==> config.mk <==
export PLATFORM = sky130hd
export DESIGN_NAME = alu_seq
export DESIGN_NICKNAME = d
export VERILOG_FILES = /design/src/rtl/alu_pkg.sv /design/src/rtl/alu_muldiv.sv /design/src/rtl/alu_seq.sv
export SDC_FILE = /design/constraint.sdc
export NUM_CORES = 1
export LEC_CHECK = 0
export BUFFER_PORTS_ARGS = -buffer_cell sky130_fd_sc_hd__buf_2
export CORE_UTILIZATION = 40
export DETAILED_ROUTE_END_ITERATION = 16
export PLACE_DENSITY = 0.65
export SLEW_MARGIN = 15
export SYNTH_ARGS = -nofsm -noshare
export SYNTH_HDL_FRONTEND = slang
export SYNTH_SLANG_ARGS = --single-unit
export TNS_END_PERCENT = 5
==> constraint.sdc <==
create_clock -name clk -period 9.4 [get_ports clk]
set_input_delay 1.41 -clock clk [delete_from_list [all_inputs] [get_ports clk]]
set_output_delay 1.41 -clock clk [all_outputs]
set_load 0.05 [all_outputs]
==> src/rtl/alu_pkg.sv <==
// alu_pkg: shared definitions for the alu_seq execute-stage ALU.
//   - Opcode values ALU_ADD .. ALU_DIVU (4-bit aluCtr encoding).
//   - FSM state enum (IDLE, RUN, DONE).
//   - is_iterative(): which opcodes use the WIDTH-cycle shift engine.
// Configuration macro: ALU_DIV_EN (when undefined, DIVU is not iterative and
// is handled as an undefined single-cycle code).
package alu_pkg;

  localparam logic [3:0] ALU_ADD   = 4'd0;
  localparam logic [3:0] ALU_SUB   = 4'd1;
  localparam logic [3:0] ALU_OR    = 4'd2;
  localparam logic [3:0] ALU_AND   = 4'd3;
  localparam logic [3:0] ALU_XOR   = 4'd4;
  localparam logic [3:0] ALU_NOR   = 4'd5;
  localparam logic [3:0] ALU_SLT   = 4'd6;
  localparam logic [3:0] ALU_SLTU  = 4'd7;
  localparam logic [3:0] ALU_SLL   = 4'd8;
  localparam logic [3:0] ALU_SRL   = 4'd9;
  localparam logic [3:0] ALU_SRA   = 4'd10;
  localparam logic [3:0] ALU_MULTU = 4'd11;
  localparam logic [3:0] ALU_DIVU  = 4'd12;

  typedef enum logic [1:0] {
    IDLE = 2'd0,
    RUN  = 2'd1,
    DONE = 2'd2
  } state_t;

  // True for opcodes that go through RUN instead of completing in one cycle.
  function automatic logic is_iterative(input logic [3:0] op);
`ifdef ALU_DIV_EN
    return (op == ALU_MULTU) || (op == ALU_DIVU);
`else
    return (op == ALU_MULTU);
`endif
  endfunction

endpackage

==> src/rtl/alu_muldiv.sv <==
// alu_muldiv: shared WIDTH-step shift engine for MULTU (shift-add) and, when
// ALU_DIV_EN is defined, DIVU (restoring division).
// Ports:
//   clk, rst        clock, synchronous active-high reset
//   i_load          capture operands, clear partial result and counter
//   i_step          perform one iteration
//   i_div           (ALU_DIV_EN only) 1 = divide, 0 = multiply; sampled on load
//   i_a, i_b        operands (multiplier/dividend, multiplicand/divisor)
//   o_last          the current step is the final (WIDTH-th) iteration
//   o_hi_nxt/o_lo_nxt  register values after the current step; on the last
//                   step these are the finished {hi,lo} pair
// Configuration macro: ALU_DIV_EN.
module alu_muldiv
  import alu_pkg::*;
#(
  parameter int WIDTH = 32,
  parameter int SHW   = $clog2(WIDTH)
) (
  input  logic             clk,
  input  logic             rst,
  input  logic             i_load,
  input  logic             i_step,
`ifdef ALU_DIV_EN
  input  logic             i_div,
`endif
  input  logic [WIDTH-1:0] i_a,
  input  logic [WIDTH-1:0] i_b,
  output logic             o_last,
  output logic [WIDTH-1:0] o_hi_nxt,
  output logic [WIDTH-1:0] o_lo_nxt
);

  logic [WIDTH-1:0] r_hi;
  logic [WIDTH-1:0] r_lo;
  logic [WIDTH-1:0] r_b;
  logic [SHW-1:0]   r_cnt;
`ifdef ALU_DIV_EN
  logic             r_div;
`endif

  logic [WIDTH:0]   w_mul_sum;
  logic [WIDTH-1:0] w_mul_hi;
  logic [WIDTH-1:0] w_mul_lo;

  // Multiply: {carry,hi,lo} accumulates the product; lo starts as the
  // multiplier and its consumed bits shift out the bottom.
  always_comb begin
    w_mul_sum = {1'b0, r_hi} + (r_lo[0] ? {1'b0, r_b} : {(WIDTH+1){1'b0}});
    w_mul_hi  = w_mul_sum[WIDTH:1];
    w_mul_lo  = {w_mul_sum[0], r_lo[WIDTH-1:1]};
  end

`ifdef ALU_DIV_EN
  logic [WIDTH:0]   w_div_shift;
  logic [WIDTH:0]   w_div_diff;
  logic [WIDTH-1:0] w_div_hi;
  logic [WIDTH-1:0] w_div_lo;

  // Divide: hi is the partial remainder, lo holds the dividend and collects
  // quotient bits from the bottom. The remainder stays below the divisor, so
  // the top bit of the WIDTH+1 bit difference is a clean borrow. A zero
  // divisor never borrows, giving an all-ones quotient and remainder = busA.
  always_comb begin
    w_div_shift = {r_hi, r_lo[WIDTH-1]};
    w_div_diff  = w_div_shift - {1'b0, r_b};
    if (!w_div_diff[WIDTH]) begin
      w_div_hi = w_div_diff[WIDTH-1:0];
      w_div_lo = {r_lo[WIDTH-2:0], 1'b1};
    end else begin
      w_div_hi = w_div_shift[WIDTH-1:0];
      w_div_lo = {r_lo[WIDTH-2:0], 1'b0};
    end
  end

  assign o_hi_nxt = r_div ? w_div_hi : w_mul_hi;
  assign o_lo_nxt = r_div ? w_div_lo : w_mul_lo;
`else
  assign o_hi_nxt = w_mul_hi;
  assign o_lo_nxt = w_mul_lo;
`endif

  assign o_last = (r_cnt == SHW'(WIDTH - 1));

  always_ff @(posedge clk) begin
    if (rst) begin
      r_hi  <= '0;
      r_lo  <= '0;
      r_b   <= '0;
      r_cnt <= '0;
`ifdef ALU_DIV_EN
      r_div <= 1'b0;
`endif
    end else if (i_load) begin
      r_hi  <= '0;
      r_lo  <= i_a;
      r_b   <= i_b;
      r_cnt <= '0;
`ifdef ALU_DIV_EN
      r_div <= i_div;
`endif
    end else if (i_step) begin
      r_hi  <= o_hi_nxt;
      r_lo  <= o_lo_nxt;
      r_cnt <= r_cnt + 1'b1;
    end
  end

endmodule

==> src/rtl/alu_seq.sv <==
// alu_seq: registered, parametrised ALU with a start/done handshake.
// Handshake: start/aluCtr/busA/busB are sampled only while idle (busy = 0);
// an accepted op always ends with exactly one cycle of done = 1, at which
// point alu_out/zero_flag/overflow (and hi/lo for MULTU/DIVU) are valid and
// they hold until the next completed op. start is ignored while busy.
// Ports:
//   clk, rst              clock, synchronous active-high reset
//   start, aluCtr         request and 4-bit opcode
//   busA, busB            operands (WIDTH bits)
//   busy, done            state != IDLE, one-cycle completion pulse
//   alu_out, zero_flag    registered result and (alu_out == 0)
//   overflow              signed overflow of ADD/SUB, else 0
//   hi, lo                MULTU product / DIVU remainder,quotient
// Configuration macro: ALU_DIV_EN (builds the divider for DIVU).
module alu_seq
  import alu_pkg::*;
#(
  parameter int WIDTH = 32,
  parameter int SHW   = $clog2(WIDTH)
) (
  input  logic             clk,
  input  logic             rst,
  input  logic             start,
  input  logic [3:0]       aluCtr,
  input  logic [WIDTH-1:0] busA,
  input  logic [WIDTH-1:0] busB,
  output logic             busy,
  output logic             done,
  output logic [WIDTH-1:0] alu_out,
  output logic             zero_flag,
  output logic             overflow,
  output logic [WIDTH-1:0] hi,
  output logic [WIDTH-1:0] lo
);

  state_t           r_state;
  state_t           w_state_nxt;
  logic             w_load;
  logic             w_step;
  logic             w_fin_single;
  logic             w_fin_iter;

  logic [WIDTH-1:0] r_out;
  logic             r_zero;
  logic             r_ovf;
  logic [WIDTH-1:0] r_hi;
  logic [WIDTH-1:0] r_lo;

  logic             w_last;
  logic [WIDTH-1:0] w_hi_nxt;
  logic [WIDTH-1:0] w_lo_nxt;

  logic [WIDTH-1:0] w_sum;
  logic [WIDTH-1:0] w_diff;
  logic [SHW-1:0]   w_sh;
  logic [WIDTH-1:0] w_res;
  logic             w_ovf;

  // ---------------------------------------------------------------- FSM
  always_ff @(posedge clk) begin
    if (rst) r_state <= IDLE;
    else     r_state <= w_state_nxt;
  end

  always_comb begin
    w_state_nxt  = r_state;
    w_load       = 1'b0;
    w_step       = 1'b0;
    w_fin_single = 1'b0;
    w_fin_iter   = 1'b0;
    case (r_state)
      IDLE: begin
        if (start) begin
          if (is_iterative(aluCtr)) begin
            w_state_nxt = RUN;
            w_load      = 1'b1;
          end else begin
            w_state_nxt  = DONE;
            w_fin_single = 1'b1;
          end
        end
      end
      RUN: begin
        // The final iteration and the result load share one edge, so RUN
        // lasts exactly WIDTH cycles.
        w_step = 1'b1;
        if (w_last) begin
          w_state_nxt = DONE;
          w_fin_iter  = 1'b1;
        end
      end
      DONE:    w_state_nxt = IDLE;
      default: w_state_nxt = IDLE;
    endcase
  end

  // ------------------------------------------------- single-cycle datapath
  always_comb begin
    w_sum  = busA + busB;
    w_diff = busA - busB;
    w_sh   = busB[SHW-1:0];
    w_res  = '0;
    w_ovf  = 1'b0;
    case (aluCtr)
      ALU_ADD: begin
        w_res = w_sum;
        w_ovf = (busA[WIDTH-1] == busB[WIDTH-1]) && (w_sum[WIDTH-1] != busA[WIDTH-1]);
      end
      ALU_SUB: begin
        w_res = w_diff;
        w_ovf = (busA[WIDTH-1] != busB[WIDTH-1]) && (w_diff[WIDTH-1] != busA[WIDTH-1]);
      end
      ALU_OR:   w_res = busA | busB;
      ALU_AND:  w_res = busA & busB;
      ALU_XOR:  w_res = busA ^ busB;
      ALU_NOR:  w_res = ~(busA | busB);
      ALU_SLT:  w_res = WIDTH'($signed(busA) < $signed(busB));
      ALU_SLTU: w_res = WIDTH'(busA < busB);
      ALU_SLL:  w_res = busA << w_sh;
      ALU_SRL:  w_res = busA >> w_sh;
      ALU_SRA:  w_res = $unsigned($signed(busA) >>> w_sh);
      // MULTU/DIVU never complete here when iterative; undefined codes
      // (and DIVU without the divider) produce 0.
      default:  w_res = '0;
    endcase
  end

  // -------------------------------------------------------- shift engine
  alu_muldiv #(
    .WIDTH (WIDTH),
    .SHW   (SHW)
  ) u_muldiv (
    .clk      (clk),
    .rst      (rst),
    .i_load   (w_load),
    .i_step   (w_step),
`ifdef ALU_DIV_EN
    .i_div    (aluCtr == ALU_DIVU),
`endif
    .i_a      (busA),
    .i_b      (busB),
    .o_last   (w_last),
    .o_hi_nxt (w_hi_nxt),
    .o_lo_nxt (w_lo_nxt)
  );

  // ---------------------------------------------------- result registers
  always_ff @(posedge clk) begin
    if (rst) begin
      r_out  <= '0;
      r_zero <= 1'b1;
      r_ovf  <= 1'b0;
      r_hi   <= '0;
      r_lo   <= '0;
    end else if (w_fin_single) begin
      r_out  <= w_res;
      r_zero <= (w_res == '0);
      r_ovf  <= w_ovf;
    end else if (w_fin_iter) begin
      r_out  <= w_lo_nxt;
      r_zero <= (w_lo_nxt == '0);
      r_ovf  <= 1'b0;
      r_hi   <= w_hi_nxt;
      r_lo   <= w_lo_nxt;
    end
  end

  assign busy      = (r_state != IDLE);
  assign done      = (r_state == DONE);
  assign alu_out   = r_out;
  assign zero_flag = r_zero;
  assign overflow  = r_ovf;
  assign hi        = r_hi;
  assign lo        = r_lo;

endmodule

-- After elaboration in Yosys (flattened, before gate mapping)
Index checks and enable logic that the tools add are counted.
W data, S select, Z words.
- flip-flop bits (word level): 201
- latch bits: 0
- memory bits (writable): 0
- memory bits (read-only): 0
- input port bits: 71
- output and inout bits: 100
- memories kept: 0
- add/subtract/negate cells: 4
- multiply operators: 0
- div/mod/pow operators: 0
- magnitude comparators: 2
- equality and inequality tests: 20
- shift operators: 3
- muxes and demuxes: 24
- bitwise logic cells: 5
- reduce and logical (&&, ||, !) cells: 12
- operator list (kind ; number):
    $pmux W32 S11 ; 1
    $mux W32 ; 5
    $logic_not A32 Y1 ; 2
    $lt A32 B32 Y1 ; 2
    $add A32 B33 Y33 ; 1
    $add A32 B32 Y32 ; 1
    $and A32 B32 Y32 ; 1
    $not A32 Y32 ; 1
    $or A32 B32 Y32 ; 1
    $shl A32 B5 Y32 ; 1
    $shr A32 B5 Y32 ; 1
    $sshr A32 B5 Y32 ; 1
    $sub A32 B32 Y32 ; 1
    $xor A32 B32 Y32 ; 1
    $eq A4 B3 Y1 const B ; 4
    $eq A4 B4 Y1 const B ; 4
    $mux W1 ; 13
    $eq A4 B2 Y1 const B ; 2
    $mux W2 ; 3
    $reduce_bool A2 Y1 ; 3
    $add A5 B1 Y5 const B ; 1
    $eq A5 B5 Y1 const B ; 1
    $eq A4 B1 Y1 const B ; 1
    $logic_not A4 Y1 ; 1
    other kinds (13) ; 17

-- Logic depth before layout (Yosys ltp)
- depth in word-level cells: 6
- gate-level depth with buffers: 18

-- Hierarchy
A second synthesis with hierarchy kept.
- cells, all modules: 2756
- area, all modules: 20621.0 µm²
- by module, submodules not included (module ; instances ; cells each ; area each (µm²)):
    alu_seq ; 1 ; 2016 ; 14467.6
    alu_muldiv ; 1 ; 740 ; 6153.4

-- Worst setup path after synthesis
No wires, ideal clock.
- kind: input port to flip-flop
- start: input busB[2]
- end: register r_zero, in the netlist zero_flag
- arrival: 5.531 ns
- setup slack: 3.784 ns
- cell stages on the path: 18
- cells stage by stage: buf_4 > buf_2 > inv_1 > clkbuf_1 > clkbuf_1 > ha_1 > buf_2 > nor2b_1 > a2111o_1 > a2111oi_4 > nor2_2 > a221oi_2 > o221ai_1 > or4_1 > or3_1 > nor3_2 > nand4_1 > o31ai_2
- cells in the longest elaborated chain, start to end: 5
- elaborated cells on any way between the ends: 14
- those cells by class: 2 x add/sub; 2 x order compare; 3 x shift; 2 x mux; 4 x bitwise; 1 x reduce/logical
- RTL lines (element ; line ; RTL):
    start, declared ; alu_seq.sv:26 ; input logic [WIDTH-1:0] busB,
    parallel branches: the longest is 2 deep, another holds $sub A32 B32 Y32 ; - ;
    $pmux W32 S11 * ; alu_seq.sv:104 ; case (aluCtr)
    $logic_not A32 Y1 * ; alu_seq.sv:157 ; r_zero <= (w_res == '0);
    $mux W1 * ; alu_seq.sv:155 ; end else if (w_fin_single) begin
    end signal, assigned ; alu_seq.sv:157 ;
    end signal, assigned ; alu_seq.sv:161 ; r_zero <= (w_lo_nxt == '0);
    end, declared ; alu_seq.sv:44 ; logic r_zero;
Mark *: on every way between the ends.
A chain may end at the register's enable or synchronous reset.

-- Worst setup path in the final report
- start: input busB[1]
- end: register r_zero, in the netlist zero_flag
The elaborated chain is that of the path after synthesis.

==> flow_results.org <==
** Global routing
- Residual overflow from global routing :: 0
- Number of antenna violations at the first check in global routing :: 5
- Entering global routing, the biggest net connects 80 pins.
- Met2 usage in global routing :: 50.8%
- Via count of the first global-routing pass :: 19591
- The first global-routing pass estimated 132000 um of wire.
- The global routing stage identified its most utilized layer as met2.
- Met1 Use GR :: 49.6%
- Overall track demand over capacity in global routing :: 35.1%
- Global routing used 8.03% of the available met3 tracks.

** Power and ir drop
- Areal power density over the cells :: 121 nW/um^2
- Leakage power :: 0.00850 uW
- Worst voltage drop across the vdd grid :: 0.000109 V

** Synthesis
- During synthesis, Yosys emitted a total of 0 warnings.
- Synthesis produced a netlist with a net count of 2786.
- For this run, the leading register cell type out of synthesis is dfxtp_1.
- Of all flip-flops after synthesis, the portion carrying an async set or reset was 0%.
- After synthesis, the mean cell area works out to 7.58 um^2.
- Part of the Yosys area used for sequential elements :: 20.6%
- Synthesized netlist cell count :: 2574
- Unique cell type count in the Yosys netlist :: 96
- EDFF count, synth :: 0
- The cell area that synthesis handed to floorplanning was 19500 um^2.
- Register bit total from synthesis :: 201

** Floorplanning
- Overall die width :: 223 um
- For this configuration, the core starts out at a cell density of 40.7%.
- Core Region :: 47900 um^2
- The initialized floorplan defines 80 standard-cell rows.
- Die span in y :: 223 um
- The floorplan step defined a die boundary enclosing 49700 um^2.
- Top-Level Pins :: 171

** Worst setup path
- Critical path's slowest cell :: buf_4
- Sequence of cells on the critical path :: buf_4, clkinv_1, ha_1, o21ba_1, a2111o_1, a2111oi_4, nor2_2, a221oi_2, o221ai_1, or4_1, or3_1, nor3_2, nand4_1, o31ai_2
- Critical path required time :: 9.84 ns
- Internal reg-to-reg setup slack :: 5.05 ns
- Arrival time of data at the critical path endpoint :: 6.36 ns
- On the worst path, the slowest cell contributes a delay of 0.60 ns.
- The cell family contributing the most delay on the critical path is compound AO/OA/AOI/OAI gates.
- Kind of end point of the critical path :: flip-flop
- The critical path contains buffers and inverters numbering 2 combined.
- The worst setup path is launched from an input pin.
- Of all nets on the critical path, the largest fanout is 46.
- Crit Path Category :: input pin to flip-flop

** Routing
- The final route contains 21344 vias.
- After detailed routing, the number of remaining DRC violations is 0.
- WL final :: 90000 um
- Violation count after the first detailed-routing iteration :: 2982
- Dividing the detail-routed via count by the number of cells gives 6.65.
- First-pass detailed-route iteration total :: 6
- Avg WL per Cell :: 28.0 um
- The detail route stage leaves a number of antenna-violating nets equal to 0.

** Clocking
- Maximum clock insertion buffer count :: 3
- Buffer cell driving the clock tree root :: clkbuf_16
- The later pin in the worst-skew pair is clocked with a latency of 0.52 ns.
- Clk sinks :: 201
- After clock tree synthesis, the setup repair step added 0 buffers.
- CTS built an H-tree with a depth of 1.
- The number of gates resized after CTS was 0.
- Inserted Clock Buffers :: 23
- TritonCTS built the clock tree.
- Clock-pin slew was measured on the worst setup and hold paths at 0.06 ns.
- In this run, post-CTS hold repair placed 0 buffers.

** Timing
- Hold WS :: 0.448 ns
- Final setup TNS :: 0 ns
- Slew margin rel. :: 23.5%
- Setup violations remaining at the end of the flow were counted as 0.
- Clock tree skew after final layout :: 0.0106 ns
- Number of slew-limit violations in the final report :: 0
- The worst path in the final design needs a cycle of 5.92 ns, including I/O delays and setup.
- Hold violation total from the final report :: 0
- Of the available clock period, the critical path in the final layout requires 63.0%.
- Timing would allow up to 169 MHz.
- Setup repair after global routing left no endpoint under its margin.
- For the pin with the worst max-slew slack, the measured transition is 1.13 ns.

** Run
- Max-cap violations in this run came to 0.

** Status
- Result of the run :: finished clean

** Final layout
- Number of nets at the end of the flow :: 2793
- Final Instance Area :: 21300 um^2
- Synthesis-to-finish area growth :: 8.97%
- Fraction of final layout cells with drive strength greater than 1 :: 14.8%

** Hold path
- The min-delay analysis places its worst path in the category flip-flop to flip-flop.

** Placed design
- Port Buffer Count :: 170
- Detailed placer's ending HPWL :: 66200 um
- Gp weighted congestion :: 1.06
- Area after detailed placement :: 20500 um^2
placed cells by master, fill, tap and decap left out, types with 24 or more instances in the layout:
cell type,Yosys,final
nor2_1,177,175
dfxtp_1,201,201
mux4_2,74,74
nor2b_1,27,26
o211ai_1,36,36
a221oi_1,28,28
a22oi_1,40,40
ha_1,138,138
inv_1,106,106
and2_1,48,47
nand2_1,438,436
nand2b_1,24,24
buf_2,33,166
a211oi_1,39,39
a21oi_1,272,272
o21ai_0,98,98
a21o_1,26,26
nand3_1,47,47
mux2i_1,59,59
a31oi_1,34,34
buf_4,6,42
nor3_1,46,46
where the power goes:
part           internal, uW  total [uW]  switching (uW)  leakage, uW
Sequential              868         880            12.4      0.00162
Combinational           261         839             578      0.00652
Clock                   501         859             357     0.000354
Total                  1630        2580             948      0.00850
logic make-up after synthesis:
kind of cell             synth area share [%]
AND/OR/NAND/NOR                          21.9
AO/OA/AOI/OAI                            26.8
buffers and inverters                    7.05
flip-flops                               20.6
multiplexers                             13.0
adder cells (fa/ha/maj)                  9.16
XOR/XNOR                                 1.53
per-stage QoR:
| stage | utilization, % | cells | setup slack (ns) | total power, uW |
|---|---|---|---|---|
| finish | 44.3 | 3211 | 3.48 | 2580 |
| global route | 44.3 | 3210 | 3.29 | 2670 |
| CTS | 44.3 | 3210 | 3.60 | 2560 |
| detailed placement | 42.8 | 3171 | 3.05 | 1700 |
| global placement | 42.8 | 3171 | 3.07 | 1700 |
| floorplan | - | 2574 | 3.78 | 1430 |
cell type report:
class | count | area (um^2)
diodes | 1 | 2.50
repair buffers | 208 | 1150
inverters | 109 | 409
well taps | 615 | 769
fillers | 4878 | 26700
clock buffers | 31 | 636
multi-input cells | 2038 | 14200
clock inverters | 8 | 76.3
flip-flops and latches | 201 | 4020
sequential cells by signal, indices dropped and copies added (netlist names):
name,count
u_muldiv.r_b,32
u_muldiv.r_hi,32
hi,32
alu_out,32
u_muldiv.r_cnt,5
lo,32
u_muldiv.r_lo,32
zero_flag,1
overflow,1
r_state,2
metal layers:
layer	wire, um	vias up	share of wire [%]
met2	37000	1366	41
met3	9890	238	11
met5	7	-	0.0078
met1	38800	10314	43
met4	4290	2	4.8
li1	-	9424	-
worst reg2reg max path: stages, from the launching register on:
cell and delay [ns]:
dfxtp_1 0.30, buf_4 0.22, and2_1 0.20, ha_1 0.20
inv_1 0.08, fa_1 0.22, nor2b_1 0.07, o31a_1 0.28
o311ai_0 0.54, a211oi_1 0.26, o31a_1 0.39, a41oi_1 0.33
a21oi_1 0.16, a31o_2 0.29, and2_1 0.15, o21ai_0 0.39
a211oi_1 0.13
final timing paths:
check	start	end	cells after the start
worst max-delay path	busB[1]	zero_flag	14
worst min-delay path	u_muldiv.r_b[12]	u_muldiv.r_b[12]	2
worst max register to register	u_muldiv.r_lo[0]	hi[31]	16
worst min register to register	u_muldiv.r_b[12]	u_muldiv.r_b[12]	2
cell usage after synthesis (28+ instances only):
cell | number | area (um^2)
a21oi_1 | 272 | 1360
a22oi_1 | 40 | 300
nor3_1 | 46 | 230
nor2_1 | 177 | 664
nand3_1 | 47 | 235
clkbuf_1 | 162 | 608
a221oi_1 | 28 | 245
o21ai_0 | 98 | 490
mux4_2 | 74 | 1670
dfxtp_1 | 201 | 4020
inv_1 | 106 | 398
ha_1 | 138 | 1730
o211ai_1 | 36 | 270
buf_2 | 33 | 165
a211oi_1 | 39 | 293
and2_1 | 48 | 300
mux2i_1 | 59 | 591
nand2_1 | 438 | 1640
a31oi_1 | 34 | 213
No activity file was read; power rests on OpenSTA's default activity.
